==> src/rtl/fp_divider_nr_seq.sv <==
// fp_divider_nr_seq: sequential IEEE-754 divider using Newton-Raphson reciprocal refinement on one shared multiplier
module fp_divider_nr_seq #(
  parameter int EXP_W    = 8,
  parameter int MAN_W    = 23,
  parameter int NR_ITERS = 3,
  parameter int GUARD_W  = 6
) (
  input  logic                 clk,
  input  logic                 rst_n,
  input  logic                 in_valid,
  output logic                 in_ready,
  input  logic [EXP_W+MAN_W:0] a,
  input  logic [EXP_W+MAN_W:0] b,
  output logic                 out_valid,
  input  logic                 out_ready,
  output logic [EXP_W+MAN_W:0] out,
  output logic                 flag_dz,
  output logic                 flag_nv
);
  localparam int W    = 1 + EXP_W + MAN_W;
  localparam int F    = MAN_W + GUARD_W;
  localparam int XW   = F + 2;
  localparam int EW   = EXP_W + 2;
  localparam int BIAS = (1 << (EXP_W - 1)) - 1;
  localparam logic [XW-1:0] TWO  = XW'(1) << (F + 1);
  localparam logic [XW-1:0] C48  = XW'(((64'd48 << F) + 64'd8) / 64'd17);
  localparam logic [XW-1:0] C32  = XW'(((64'd32 << F) + 64'd8) / 64'd17);
  localparam logic [W-1:0]  QNAN = {1'b0, {(EXP_W + 1){1'b1}}, {(MAN_W - 1){1'b0}}};

  typedef enum logic [2:0] {IDLE, SEED, ITER_A, ITER_B, QUOT, NORM, DONE} state_t;
  typedef enum logic [1:0] {K_NUM, K_NAN, K_INF, K_ZERO} kind_t;

  state_t state, state_n;
  kind_t kind, kind_in;
  logic sign, dz, dz_in;
  logic [EXP_W-1:0] ea, eb;
  logic [MAN_W-1:0] ma, mb, man_n;
  logic [2:0] cnt;
  logic [XW-1:0] x, e, q, d, a_fx, m_a, m_b, p;
  logic [2*XW-1:0] prod;
  logic a_zero, a_inf, a_nan, b_zero, b_inf, b_nan, hi, ovf, uf;
  logic [EW-1:0] exp_n;
  logic [W-1:0] res;

  // Classify operands at accept; subnormals (zero exponent) count as zero
  always_comb begin
    a_zero  = a[W-2:MAN_W] == '0;
    a_inf   = &a[W-2:MAN_W] && a[MAN_W-1:0] == '0;
    a_nan   = &a[W-2:MAN_W] && a[MAN_W-1:0] != '0;
    b_zero  = b[W-2:MAN_W] == '0;
    b_inf   = &b[W-2:MAN_W] && b[MAN_W-1:0] == '0;
    b_nan   = &b[W-2:MAN_W] && b[MAN_W-1:0] != '0;
    kind_in = (a_nan || b_nan || (a_zero && b_zero) || (a_inf && b_inf)) ? K_NAN :
              (a_inf || b_zero) ? K_INF : (a_zero || b_inf) ? K_ZERO : K_NUM;
    dz_in   = b_zero && !a_zero && !a_inf && !a_nan;
  end

  // Shared multiplier operand select and normalisation of the raw quotient (q in (1,4))
  always_comb begin
    d     = XW'({1'b1, mb}) << (GUARD_W - 1);
    a_fx  = XW'({1'b1, ma}) << GUARD_W;
    m_a   = (state == SEED) ? C32 : (state == ITER_A) ? d : (state == ITER_B) ? x : a_fx;
    m_b   = (state == SEED) ? d : (state == ITER_B) ? e : x;
    prod  = (2 * XW)'(m_a) * (2 * XW)'(m_b);
    p     = XW'(prod >> F);
    hi    = q[F+1];
    man_n = hi ? MAN_W'(q >> (GUARD_W + 1)) : MAN_W'(q >> GUARD_W);
    exp_n = EW'(ea) - EW'(eb) + EW'(BIAS) - EW'(!hi);
    ovf   = !exp_n[EW-1] && (exp_n[EXP_W] || &exp_n[EXP_W-1:0]);
    uf    = exp_n[EW-1] || exp_n == '0;
    res   = (kind == K_NAN) ? QNAN :
            (kind == K_INF || ovf) ? {sign, {EXP_W{1'b1}}, {MAN_W{1'b0}}} :
            (kind == K_ZERO || uf) ? {sign, {(W - 1){1'b0}}} :
            {sign, exp_n[EXP_W-1:0], man_n};
  end

  // State register
  always_ff @(posedge clk or negedge rst_n)
    if (!rst_n) state <= IDLE;
    else state <= state_n;

  // Next state and handshake outputs; latency is fixed regardless of operands
  always_comb begin
    state_n   = state;
    in_ready  = state == IDLE;
    out_valid = state == DONE;
    case (state)
      IDLE:    state_n = in_valid ? SEED : IDLE;
      SEED:    state_n = ITER_A;
      ITER_A:  state_n = ITER_B;
      ITER_B:  state_n = (cnt == 3'(NR_ITERS - 1)) ? QUOT : ITER_A;
      QUOT:    state_n = NORM;
      NORM:    state_n = DONE;
      DONE:    state_n = out_ready ? IDLE : DONE;
      default: state_n = IDLE;
    endcase
  end

  // Operand capture and one multiply per step; a power-of-two divisor gets its exact reciprocal as seed
  always_ff @(posedge clk or negedge rst_n)
    if (!rst_n) begin
      {sign, dz, ea, eb, ma, mb, cnt, x, e, q, out, flag_dz, flag_nv} <= '0;
      kind <= K_NUM;
    end else
      case (state)
        IDLE: if (in_valid) begin
          sign    <= a[W-1] ^ b[W-1];
          ea      <= a[W-2:MAN_W];
          eb      <= b[W-2:MAN_W];
          ma      <= a[MAN_W-1:0];
          mb      <= b[MAN_W-1:0];
          kind    <= kind_in;
          dz      <= dz_in;
          cnt     <= '0;
          flag_dz <= 1'b0;
          flag_nv <= 1'b0;
        end
        SEED:   x <= (mb == '0) ? TWO : C48 - p;
        ITER_A: e <= TWO - p;
        ITER_B: begin
          x   <= p;
          cnt <= cnt + 3'd1;
        end
        QUOT:   q <= p;
        NORM: begin
          out     <= res;
          flag_dz <= dz;
          flag_nv <= kind == K_NAN;
        end
        default: ;
      endcase
endmodule

==> config.mk <==
export PLATFORM = sky130hd
export DESIGN_NAME = fp_divider_nr_seq
export DESIGN_NICKNAME = d
export VERILOG_FILES = /design/src/rtl/fp_divider_nr_seq.sv
export SDC_FILE = /design/constraint.sdc
export NUM_CORES = 2
export LEC_CHECK = 0
export CAP_MARGIN = 20
export CORE_MARGIN = 4
export CORE_UTILIZATION = 45
export CTS_CLUSTER_DIAMETER = 120
export DETAILED_ROUTE_END_ITERATION = 6
export DONT_BUFFER_PORTS = 1
export HOLD_SLACK_MARGIN = 0.02
export PLACE_DENSITY = 0.58
export SYNTH_ARGS = -nofsm -noshare
export SYNTH_HDL_FRONTEND = slang
export SYNTH_SLANG_ARGS = --single-unit
==> constraint.sdc <==
create_clock -name clk -period 14.38 [get_ports clk]
set_clock_uncertainty 0.05 [all_clocks]
set_input_delay 2.157 -clock clk [delete_from_list [all_inputs] [get_ports clk]]
set_output_delay 2.157 -clock clk [all_outputs]
set_load 0.02 [all_outputs]
==> summary.md <==
The run finished with clean final reports. The overall routed net length was 145000 µm. The first routing iteration left 2946 violations. In the final routed layout, each cell accounts on average for 25.0 µm.

The final count of negative-setup-slack endpoints is 0. The critical path capture point type was a flop. The first detailed-routing pass took 6 iterations. The clock transition time at the flip-flop clock pins of the worst setup and hold paths was 0.08 ns; the number of cells in the finished layout apart from fillers was 5809. The count of buffers added on input and output ports is 0. The via count of the first global-routing pass came out at 34.6k. The worst hold path belongs to the class flop to flop.

In this run the standard cell core region covers 90000 µm². The total I/O pin count is 104, and the number of design rule violations left after detail routing is 0. Met3 track utilization from global routing: 0.0670. The mean cell area of the mapped netlist came out at 8.62 µm². After global routing the overflow that remains totals 0. Setup repair after global routing left no endpoint under its margin. Summing every instance area after synthesis gives 40800 µm². The total count of max-transition violations in the final report is 0, and the number of gates given a new drive strength after cts is 0.

Slew at the pin closest to its max-slew limit: 1.16 ns. The effective utilization at floorplan was 0.453; the clock sink count was 193. For this block, the via count after detailed routing is 33.1k. Dividing the detail-routed via count by the number of cells gives 5.70. The ratio of final minimum period to clock period is 0.821, and the number of enable flip-flop cells after synthesis is 0. The area of the die was 95500 µm²; the number of nets with antenna violations after routing was 0.

The first global-routing pass estimated 221000 µm of wire. The largest single stage delay on the critical path is 0.67 ns. For the worst setup path, the data arrival time is 12.09 ns. Entering global routing, the biggest net connects 194 pins.

Routability congestion estimate from global placement: 0.966. The run gives 0.313 as the overall routing resource usage. Measured along the y axis, the die boundary spans 309 µm. After synthesis the netlist holds a flip-flop and latch count of 193. The cell sitting at the root of the clock tree is a clkbuf_16. Measured in cells, the most critical reg-to-reg path has a length of 32.

The tools report the hold buffer count at CTS as 0. At the worst endpoint, the required time is 14.66 ns. The largest fanout on the critical path was 36. The number of nets in the synthesized netlist is 5892.

The tightest slew margin relative to the limit was 0.225; the met2 layer usage reported by global route was 0.500. The largest individual stage delay along the critical path comes from the cell xor2_1. By startpoint and endpoint, the worst setup path is classified as flop to flop. No sink is reached through more buffers than the 2 on the longest clock path.

Counting distinct cell types in the post-synthesis netlist gives 90. The cell count after synthesis came out at 4730. The share of the core filled with cells came out at 0.477.

Post-layout minimum cycle time: 11.81 ns. The number of antenna violations at the first check in global routing is 2. For this run, the top clock speed supported by timing is 84.7 MHz. The run gives 5774 as the number of cells in the design after placement.

Global routing met1 resource utilization: 0.418. The Yosys step of the flow raised 0 warnings. For the register area share after synthesis, the log shows 0.118. The H-tree level count was 4; the signed area change from the synthesized netlist to the final layout was 5.33%. For the sequential standard cell area, the log shows 4830 µm². Across the run, the number of max-cap violations was 0.

The number of setup buffers added after CTS is 0. TritonCTS built the clock tree. For this run, the post-layout net count is 5781.

The die is 309 µm wide. In the final layout, the multi-input gates occupy 32100 µm². The most used flip-flop cell after synthesis is dfrtp_1.

The setup TNS after final layout is 0 ns, and the final hold violation count is 0. The clock network latency to the later pin of the worst-skew pair was 0.46 ns; the fraction of layout instances using a drive strength above 1 was 0.0518. After filler insertion, the fill cell instance count of the layout stands at 8960.

The worst setup path is launched from a flop. The global-route layer with the greatest usage was met2. The worst hold path passes through 2 cells. The proportion of synthesized flip-flops having asynchronous set or reset is 1.00, and the number of buffers added by the clock tree synthesis step is 17. The cell with the most instances on the worst path was fa_1.

The floorplan has 110 rows. Detailed placement HPWL: 115000 µm.
-- placed cells by master (no fill, tap or decap), types with 14 or more instances in the layout --
cell       instances
ha_1             257
buf_4            118
o22a_1            14
and2_1            16
o21a_1            32
o21ai_1           30
a31oi_1           19
nand3_1           41
a21o_1            39
inv_1            805
nor4_1            25
nor2_1           575
dfrtp_1          191
xor2_1            26
mux2_2            16
mux2i_1           58
o21ai_0          145
clkbuf_16         17
and3_1            33
xnor2_1           58
nand4_1           28
o21bai_1          17
nand2_1          848
a21oi_1          123
nor3_1            31
fa_1             837
-- state kept, by name, indices dropped and copies added, names as in the netlist --
register / flops
x: 31
flag_nv: 1
kind: 2
dz: 1
mb: 23
e: 31
out: 32
flag_dz: 1
sign: 1
state: 3
ma: 23
q: 25
cnt: 3
eb: 8
ea: 8
-- cell usage after synthesis, types with 16 or more instances --
library cell,count,area [µm²]
nor4_1,25,156
nand2b_1,16,100
xnor2_1,58,508
and2_1,17,106
nand2_1,849,3190
nor2_1,575,2160
ha_1,257,3220
inv_1,805,3020
clkbuf_1,228,856
nor3_1,31,155
o21ai_1,30,150
a21o_1,42,315
a31oi_1,19,119
a21oi_1,126,631
o21bai_1,17,128
mux2_2,16,180
nand4_1,28,175
nand3_1,41,205
dfrtp_1,193,4830
xor2_1,26,228
o21a_1,36,270
mux2i_1,58,581
and3_1,33,206
fa_1,837,16800
o21ai_0,156,781
-- metal layers --
metal	wire length, µm	share of wire
met4	7410	0.051
met3	12900	0.089
met5	13	0.000089
met1	58700	0.40
met2	66200	0.46
-- final cells by class --
type	count	area share
diodes	1	0.0000582
clock buffers	18	0.00999
clock inverters	14	0.00361
inverters	806	0.0704
multi-input cells	3481	0.748
flip-flops and latches	193	0.112
well taps	1176	0.0342
repair buffers	120	0.0212
-- worst max-delay path, delay by kind of cell (launching register included) --
family / cells / cell delay [ns]
fa+ha+maj: 9 / 4.36
simple gates: 12 / 3.75
buf+inv: 6 / 1.34
xor+xnor: 2 / 0.81
compound gates: 3 / 0.73
flops: 1 / 0.56
-- cell families after synthesis --
group	share of synthesized area
DFF	0.118
AOI/OAI and AO/OA	0.0864
xor gates and xnor gates	0.0180
buffers and inverters	0.0977
adders and majority gates	0.490
muxes	0.0186
and+or+nand+nor	0.171
-- stage by stage --
step,worst slack (ns),area (µm²),hold WS (ns)
after floorplan,4.36,40800,0.389
final,2.57,43000,0.420
after global routing,2.13,43000,0.446
after detailed placement,2.80,42400,0.411
after global placement,2.89,42400,0.406
after CTS,2.78,42900,0.416
-- final timing paths --
check / to / from / slack [ns]
max in group asynchronous: state[1] / rst_n / 12.47
max: e[29] / state[0] / 2.57
min reg2reg: flag_dz / dz / 0.42
min: flag_dz / dz / 0.42
min in group asynchronous: out[11] / rst_n / 1.34
max reg2reg: e[29] / state[0] / 2.57
Power is not shown: default switching activity piles up to over one toggle a cycle in this logic, so the estimate is an artifact.
